===== src/rtl/m_sync_debounce_pkg.sv =====
// Shared definitions for the synchroniser/debouncer: legal parameter ranges,
// the per-channel state encoding and the counter-width helper.
package m_sync_debounce_pkg;

  localparam int NUM_CH_MIN   = 1;
  localparam int NUM_CH_MAX   = 32;
  localparam int NUM_FF_MIN   = 2;
  localparam int NUM_FF_MAX   = 4;
  localparam int FILT_CYC_MIN = 1;
  localparam int FILT_CYC_MAX = 65535;

  typedef enum logic {
    ST_STABLE  = 1'b0,
    ST_PENDING = 1'b1
  } deb_state_e;

  // Ceiling log2; the debounce counter is clog2(FILT_CYC+1) bits wide.
  function automatic int clog2(input int value);
    int result;
    result = 0;
    while ((64'(1) << result) < 64'(value)) begin
      result = result + 1;
    end
    return result;
  endfunction

endpackage


===== src/rtl/dflipflop.sv =====
// Library D flip-flop cell with asynchronous active-low reset to a fixed level.
module dflipflop #(
  parameter bit RST_VAL = 1'b0
) (
  input  logic clk,
  input  logic rst_n,
  input  logic d,
  output logic q
);

  always_ff @(posedge clk or negedge rst_n) begin
    if (!rst_n) begin
      q <= RST_VAL;
    end else begin
      q <= d;
    end
  end

endmodule


===== src/rtl/m_sync_debounce_ch.sv =====
// One channel: NUM_FF-stage synchroniser, FILT_CYC-sample stability filter
// and registered rise/fall pulses aligned with the output update.
module m_sync_debounce_ch
  import m_sync_debounce_pkg::*;
#(
  parameter int NUM_FF   = 3,
  parameter int FILT_CYC = 4,
  parameter bit RST_VAL  = 1'b0
) (
  input  logic clk,
  input  logic rst_n,
  input  logic i_data,
  output logic o_data,
  output logic o_rise,
  output logic o_fall
);

  localparam int              CNT_W    = clog2(FILT_CYC + 1);
  localparam logic [CNT_W-1:0] CNT_LAST = CNT_W'(FILT_CYC - 1);

  logic [NUM_FF:0] sync_chain;
  logic            sync_val;

  deb_state_e       state_q, state_d;
  logic [CNT_W-1:0] cnt_q, cnt_d;
  logic             data_q, data_d;
  logic             rise_q, rise_d;
  logic             fall_q, fall_d;

  assign sync_chain[0] = i_data;

  // Synchroniser stages must stay discrete flops: no merging, no retiming.
  for (genvar i = 0; i < NUM_FF; i++) begin : g_sync
    (* dont_touch = "true", ASYNC_REG = "TRUE" *)
    dflipflop #(
      .RST_VAL(RST_VAL)
    ) u_ff (
      .clk  (clk),
      .rst_n(rst_n),
      .d    (sync_chain[i]),
      .q    (sync_chain[i+1])
    );
  end

  assign sync_val = sync_chain[NUM_FF];

  always_ff @(posedge clk or negedge rst_n) begin
    if (!rst_n) begin
      state_q <= ST_STABLE;
      cnt_q   <= '0;
      data_q  <= RST_VAL;
      rise_q  <= 1'b0;
      fall_q  <= 1'b0;
    end else begin
      state_q <= state_d;
      cnt_q   <= cnt_d;
      data_q  <= data_d;
      rise_q  <= rise_d;
      fall_q  <= fall_d;
    end
  end

  // Any sample agreeing with the output restarts the filter; the output only
  // follows after FILT_CYC consecutive disagreeing samples.
  always_comb begin
    state_d = state_q;
    cnt_d   = cnt_q;
    data_d  = data_q;
    rise_d  = 1'b0;
    fall_d  = 1'b0;
    if (sync_val == data_q) begin
      state_d = ST_STABLE;
      cnt_d   = '0;
    end else begin
      unique case (state_q)
        ST_STABLE: begin
          if (CNT_LAST == '0) begin
            data_d = sync_val;
            rise_d = sync_val;
            fall_d = ~sync_val;
          end else begin
            state_d = ST_PENDING;
            cnt_d   = CNT_W'(1);
          end
        end
        ST_PENDING: begin
          if (cnt_q == CNT_LAST) begin
            state_d = ST_STABLE;
            cnt_d   = '0;
            data_d  = sync_val;
            rise_d  = sync_val;
            fall_d  = ~sync_val;
          end else begin
            cnt_d = cnt_q + CNT_W'(1);
          end
        end
        default: begin
          state_d = ST_STABLE;
          cnt_d   = '0;
        end
      endcase
    end
  end

  assign o_data = data_q;
  assign o_rise = rise_q;
  assign o_fall = fall_q;

endmodule


===== src/rtl/m_sync_debounce.sv =====
// Multi-channel synchroniser and debouncer for asynchronous level inputs;
// each channel is an independent m_sync_debounce_ch instance.
module m_sync_debounce
  import m_sync_debounce_pkg::*;
#(
  parameter int NUM_CH   = 1,
  parameter int NUM_FF   = 3,
  parameter int FILT_CYC = 4,
  parameter bit RST_VAL  = 1'b0
) (
  input  logic              clk,
  input  logic              rst_n,
  input  logic [NUM_CH-1:0] i_data,
  output logic [NUM_CH-1:0] o_data,
  output logic [NUM_CH-1:0] o_rise,
  output logic [NUM_CH-1:0] o_fall
);

  if ((NUM_CH < NUM_CH_MIN) || (NUM_CH > NUM_CH_MAX)) begin : g_bad_num_ch
    $error("m_sync_debounce: NUM_CH=%0d outside %0d..%0d", NUM_CH, NUM_CH_MIN, NUM_CH_MAX);
  end

  if ((NUM_FF < NUM_FF_MIN) || (NUM_FF > NUM_FF_MAX)) begin : g_bad_num_ff
    $error("m_sync_debounce: NUM_FF=%0d outside %0d..%0d", NUM_FF, NUM_FF_MIN, NUM_FF_MAX);
  end

  if ((FILT_CYC < FILT_CYC_MIN) || (FILT_CYC > FILT_CYC_MAX)) begin : g_bad_filt_cyc
    $error("m_sync_debounce: FILT_CYC=%0d outside %0d..%0d", FILT_CYC, FILT_CYC_MIN, FILT_CYC_MAX);
  end

  for (genvar ch = 0; ch < NUM_CH; ch++) begin : g_ch
    m_sync_debounce_ch #(
      .NUM_FF  (NUM_FF),
      .FILT_CYC(FILT_CYC),
      .RST_VAL (RST_VAL)
    ) u_ch (
      .clk   (clk),
      .rst_n (rst_n),
      .i_data(i_data[ch]),
      .o_data(o_data[ch]),
      .o_rise(o_rise[ch]),
      .o_fall(o_fall[ch])
    );
  end

endmodule


===== config.mk =====
export PLATFORM = sky130hd
export DESIGN_NAME = m_sync_debounce
export DESIGN_NICKNAME = d
export VERILOG_FILES = /design/src/rtl/m_sync_debounce_pkg.sv /design/src/rtl/dflipflop.sv /design/src/rtl/m_sync_debounce_ch.sv /design/src/rtl/m_sync_debounce.sv
export SDC_FILE = /design/constraint.sdc
export NUM_CORES = 1
export LEC_CHECK = 0
export ABC_AREA = 0
export CORE_AREA = 2 2 39 41
export DETAILED_ROUTE_END_ITERATION = 8
export DIE_AREA = 0 0 41 43
export PLACE_DENSITY_LB_ADDON = 0.15
export SYNTH_ARGS = -nofsm -noshare
export SYNTH_HDL_FRONTEND = slang
export SYNTH_HIERARCHICAL = 1
export SYNTH_SLANG_ARGS = --single-unit

===== constraint.sdc =====
create_clock -name clk -period 1.1 [get_ports clk]
set_input_delay 0.22 -clock clk [delete_from_list [all_inputs] [get_ports clk]]
set_output_delay 0.22 -clock clk [all_outputs]
set_load 0.03 [all_outputs]

; ---- Word-level counts from Yosys, hierarchy flattened
; Index checks and enable logic that the tools add are counted.
[classes]
n_addsub = 1
eq_ne = 2
n_mux = 12
n_bitwise = 3
reduce_logical = 1
[ops]
columns = cell, n
row1 = $mux W1, 8
row2 = $mux W3, 2
row3 = $pmux W3 S2, 1
row4 = $add A3 B1 Y3 const B, 1
row5 = $eq A3 B2 Y1 const B, 1
row6 = $not A1 Y1, 3
row7 = $reduce_and A3 Y1, 1
row8 = $pmux W1 S2, 1
row9 = $eq A1 B1 Y1, 1
[totals]
reg_bits = 10
inputBits = 3
elab_cells = 27

; ---- Longest topological paths before layout
; Gate-level depths: netlist of the first run.
[depth]
ltp_word = 4
ltp_mapped = 4

; ---- Cells and area by module
; Netlist of the first run, hierarchy kept.
[by_module_without_submodules]
columns = module, n_inst, cells_per_inst, area_per_inst_um2, seq_area_each_um2
row1 = m_sync_debounce_ch, 1, 19, 284.0, 175.2
row2 = dflipflop, 3, 1, 25.0, 25.0

; ---- Worst setup path after synthesis of the first run
; Ideal clock, no wire load.
[synth_timing]
kind = register to register
start = register g_ch[0].u_ch.cnt_q[0]
end = register g_ch[0].u_ch.data_q
arrival_ns = 1.045
t_required_ns = 0.975
slack_ns = -0.070
stages_incl_launch_ff = 5
path_buffers = 0
path_cell_list = dfrtp_1 ha_1 nor2b_4 nand2_2 mux2_4
[synth_between]
elab_chain_cells = 2
[synth_rtl]
columns = element, line_no
row1 = from (decl), m_sync_debounce_ch.sv:25  ; logic [CNT_W-1:0] cnt_q, cnt_d;
row2 = from (signal assigned), m_sync_debounce_ch.sv:56  ; cnt_q <= cnt_d;
row3 = $eq A3 B2 Y1, m_sync_debounce_ch.sv:87  ; if (cnt_q == CNT_LAST) begin
row4 = $reduce_and A3 Y1 (no source line), -
row5 = to (signal assigned), m_sync_debounce_ch.sv:57  ; data_q <= data_d;
row6 = to (decl), m_sync_debounce_ch.sv:26  ; logic data_q, data_d;
; Every way passes these cells.
; A chain may end at the register's enable or synchronous reset.

; ---- Worst setup path after layout of the first run
; Same ends and word-level chain as after synthesis.

==> results of run 1 <==
==> cells by family after synthesis <==
family / Yosys count
flops: 10
simple gates: 8
compound gates: 1
xor+xnor: 1
mux: 1
fa+ha+maj: 1
==> worst max-delay path, stage by stage (launching register included) <==
cell	delay [ns]
dfrtp_1	0.39
ha_2	0.18
nor2b_4	0.12
nand2_2	0.08
mux2_4	0.29
==> layout make-up <==
cell class                      instances  area share
Tap cell                               16      0.0403
Multi-Input combinational cell         12       0.244
Timing Repair Buffer                    8       0.139
Sequential cell                        10       0.504
Clock buffer                            4      0.0730
==> state kept, by name, indices dropped and copies added, names as in the netlist <==
register                 cells
g_ch.u_ch/g_sync.u_ff/q      3
g_ch.u_ch/state_q            1
g_ch.u_ch/o_fall             1
g_ch.u_ch/o_data             1
g_ch.u_ch/o_rise             1
g_ch.u_ch/cnt_q              3
==> worst min path at each step <==
stage / cells past startpoint / endpoint
global route: 2 / g_ch[0].u_ch/g_sync[0].u_ff/q
floorplan: 0 / g_ch[0].u_ch/cnt_q[0]
detailed placement: 0 / g_ch[0].u_ch/g_sync[2].u_ff/q
finish: 2 / g_ch[0].u_ch/cnt_q[1]
global placement: 0 / g_ch[0].u_ch/g_sync[2].u_ff/q
CTS: 2 / g_ch[0].u_ch/cnt_q[1]
==> what timing repair did <==
action | CTS | global route
pin swaps | 0 | 1
hold buffers | 0 | 0
setup endpoints to repair | 4 | 4
resized for setup | 3 | 0
setup buffers | 1 | 0
==> metal layers <==
layer / global-route usage / up-vias
met5: 0 / -
li1: - / 101
met3: 0.0471 / 2
met2: 0.122 / 5
met4: 0.0800 / 0
met1: 0.0967 / 101
==> where the power goes <==
group,switching (mW),internal [mW],total (mW)
clock,0.123,0.201,0.323
sequential,0.0678,0.448,0.516
combinational,0.133,0.189,0.322
total,0.324,0.837,1.16
==> stage by stage <==
| stage | hold slack, ns | utilization | TNS, ns | setup slack [ns] |
|---|---|---|---|---|
| 2_1_floorplan | -0.0756 | - | -0.0277 | -0.0277 |
| 3_3_place_gp | 0.334 | 0.317 | -0.0436 | -0.0436 |
| 3_5_place_dp | 0.340 | 0.317 | -0.0961 | -0.0509 |
| 4_1_cts | 0.238 | 0.359 | -0.125 | -0.0738 |
| 5_1_grt | 0.260 | 0.359 | -0.254 | -0.0950 |
| 6_report | 0.241 | 0.359 | -0.0804 | -0.0704 |
==> layout by cell type (no fill, tap or decap) <==
| cell type | synthesis | routed |
|---|---|---|
| clkbuf_8 | 0 | 1 |
| nor2b_4 | 1 | 1 |
| and3_2 | 1 | 1 |
| dfrtp_1 | 10 | 10 |
| clkdlybuf4s50_1 | 0 | 2 |
| xor2_1 | 1 | 1 |
| buf_6 | 0 | 1 |
| clkbuf_4 | 0 | 3 |
| mux2_4 | 1 | 1 |
| and4b_1 | 1 | 1 |
| and2_2 | 2 | 2 |
| o21ai_0 | 1 | 1 |
| nor3b_2 | 0 | 2 |
| nand2_2 | 1 | 1 |
| buf_4 | 0 | 5 |
| ha_2 | 0 | 1 |
==> flow_metrics.tcl, run 1 <==
set metrics [dict create \
    syn_area_per_cell_um2 16.3 \
    crit_path_end_kind "flop" \
    fin_crit_ns 1.17 \
    wl_per_cell_um 10.7 \
    drive_above_1_share 0.559 \
    antenna_found_initial 0 \
    tritoncts "done" \
    synth_edf_count 0 \
    dieArea_um2 1760 \
    min_path_type "in -> async" \
    clock_latency_ns 0.26 \
    ys_ff_latch 10 \
    async_flop_share 1.00 \
    vias_per_cell 4.18 \
    rsz0062_at_grt "yes" \
    die_h_um 43 \
    setup_ws_ns -0.0704 \
    syn_inst 22 \
    n_fill_cell 143 \
    violations "negative setup slack" \
    via_count 209 \
    yosysMostFrequentCell "dfrtp_1" \
    p_per_area_nw_per_um2 2340 \
    reg2reg_to "g_ch[0].u_ch/o_data" \
    power_mw 1.16 \
    critPathCapture "g_ch[0].u_ch/o_data" \
    finalSetupViolations 2 \
    dpl-instance-area_um2 439 \
    n_antenna_cell 0 \
    met2WireLength_um 259 \
    synthXorXnorAreaFrac 0.0244 \
    synth_top_area_frac 0.697 \
    syn2layout_area_growth_pct 38.3 \
    grt_usage 0.0904 \
    worstRegToRegCells 4 \
    synthesis.nets 26 \
    yosys-top-cells-count "dfrtp_1, and2_2, nor3b_1" \
    synth_area_leader_cell "dfrtp_1" \
    port_buffers 5 \
    timing.rr.start "g_ch[0].u_ch/cnt_q[0]" \
    cts_sinks 10 \
    wl_met1_um 238 \
    finalClockSkew_ns 0.00277 \
    start_util 0.259 \
    critical_path_required_ns 1.24 \
    met3_length_um 26 \
    synth.area.top_cells "dfrtp_1, and2_2, mux2_4" \
    timing_hold_violations_final 0 \
    instances_no_fill 50 \
    yosysUniqueCellTypes 11 \
    synth_seq_area_share 0.697 \
    grt_overflow_total 0 \
    synth-adder-area-share 0.0348 \
    r2r_slack_ns -0.07 \
    worst_pin_slew_ns 0.273 \
    start_kind "flop" \
    ant_nets 0 \
    slew-limit-headroom 0.817 \
    rows 14 \
    synth_top_family_by_area "simple AND/OR/NAND/NOR gates" \
    seqCellArea_um2 250 \
    synth_area_um2 359 \
    gp_congestion 0.713 \
    core_area_um2 1380 \
    cts-root-buf "clkbuf_4" \
    htreeDepth 1 \
    maxClockFrequency_ghz 0.854 \
    static-leakage-power_nw 0.236 \
    top_layer "met4" \
    wl_um 533 \
    synth_compound_area_frac 0.0139 \
    dr.first_iter.drc_count 0 \
    synthSimpleGateAreaFrac 0.188 \
    crit_arrival_ns 1.32 \
    fin_area_um2 497 \
    io_pins 6 \
    multi_input_area_um2 121 \
    ir_drop_v 0.000973 \
    drc 0 \
    nNetsFinal 39 \
    firstDrtPassIters 1 \
    dp.cells 45 \
    path_class "reg -> reg" \
    dominantRegCellSynth "dfrtp_1" \
    dp_hpwl_um 351 \
    grt_first_pass_wirelength_um 986 \
    crit_fanout 3 \
    maxCapViolCount 0 \
    yosysWarnings 6 \
    status "finished, violations left" \
    numCtsBuffers 3 \
    clk_path_buf_depth 2 \
    clkTransAtPathRegs_ns 0.07 \
    drv_slew 0 \
    critPathLaunch "g_ch[0].u_ch/cnt_q[0]" \
    die_x_um 41 \
    grt_pass1_vias 248 \
    period_share 1.06 \
    grt_max_degree 11 \
    synth.area.mux_share 0.0418 \
]
(Power assumes the default switching activity.)
==> run 2: changes to the inputs <==
CAP_MARGIN = 20   (was default)
==> results of run 2 <==
Final layout, timing and power as in run 1 (identical DEF).
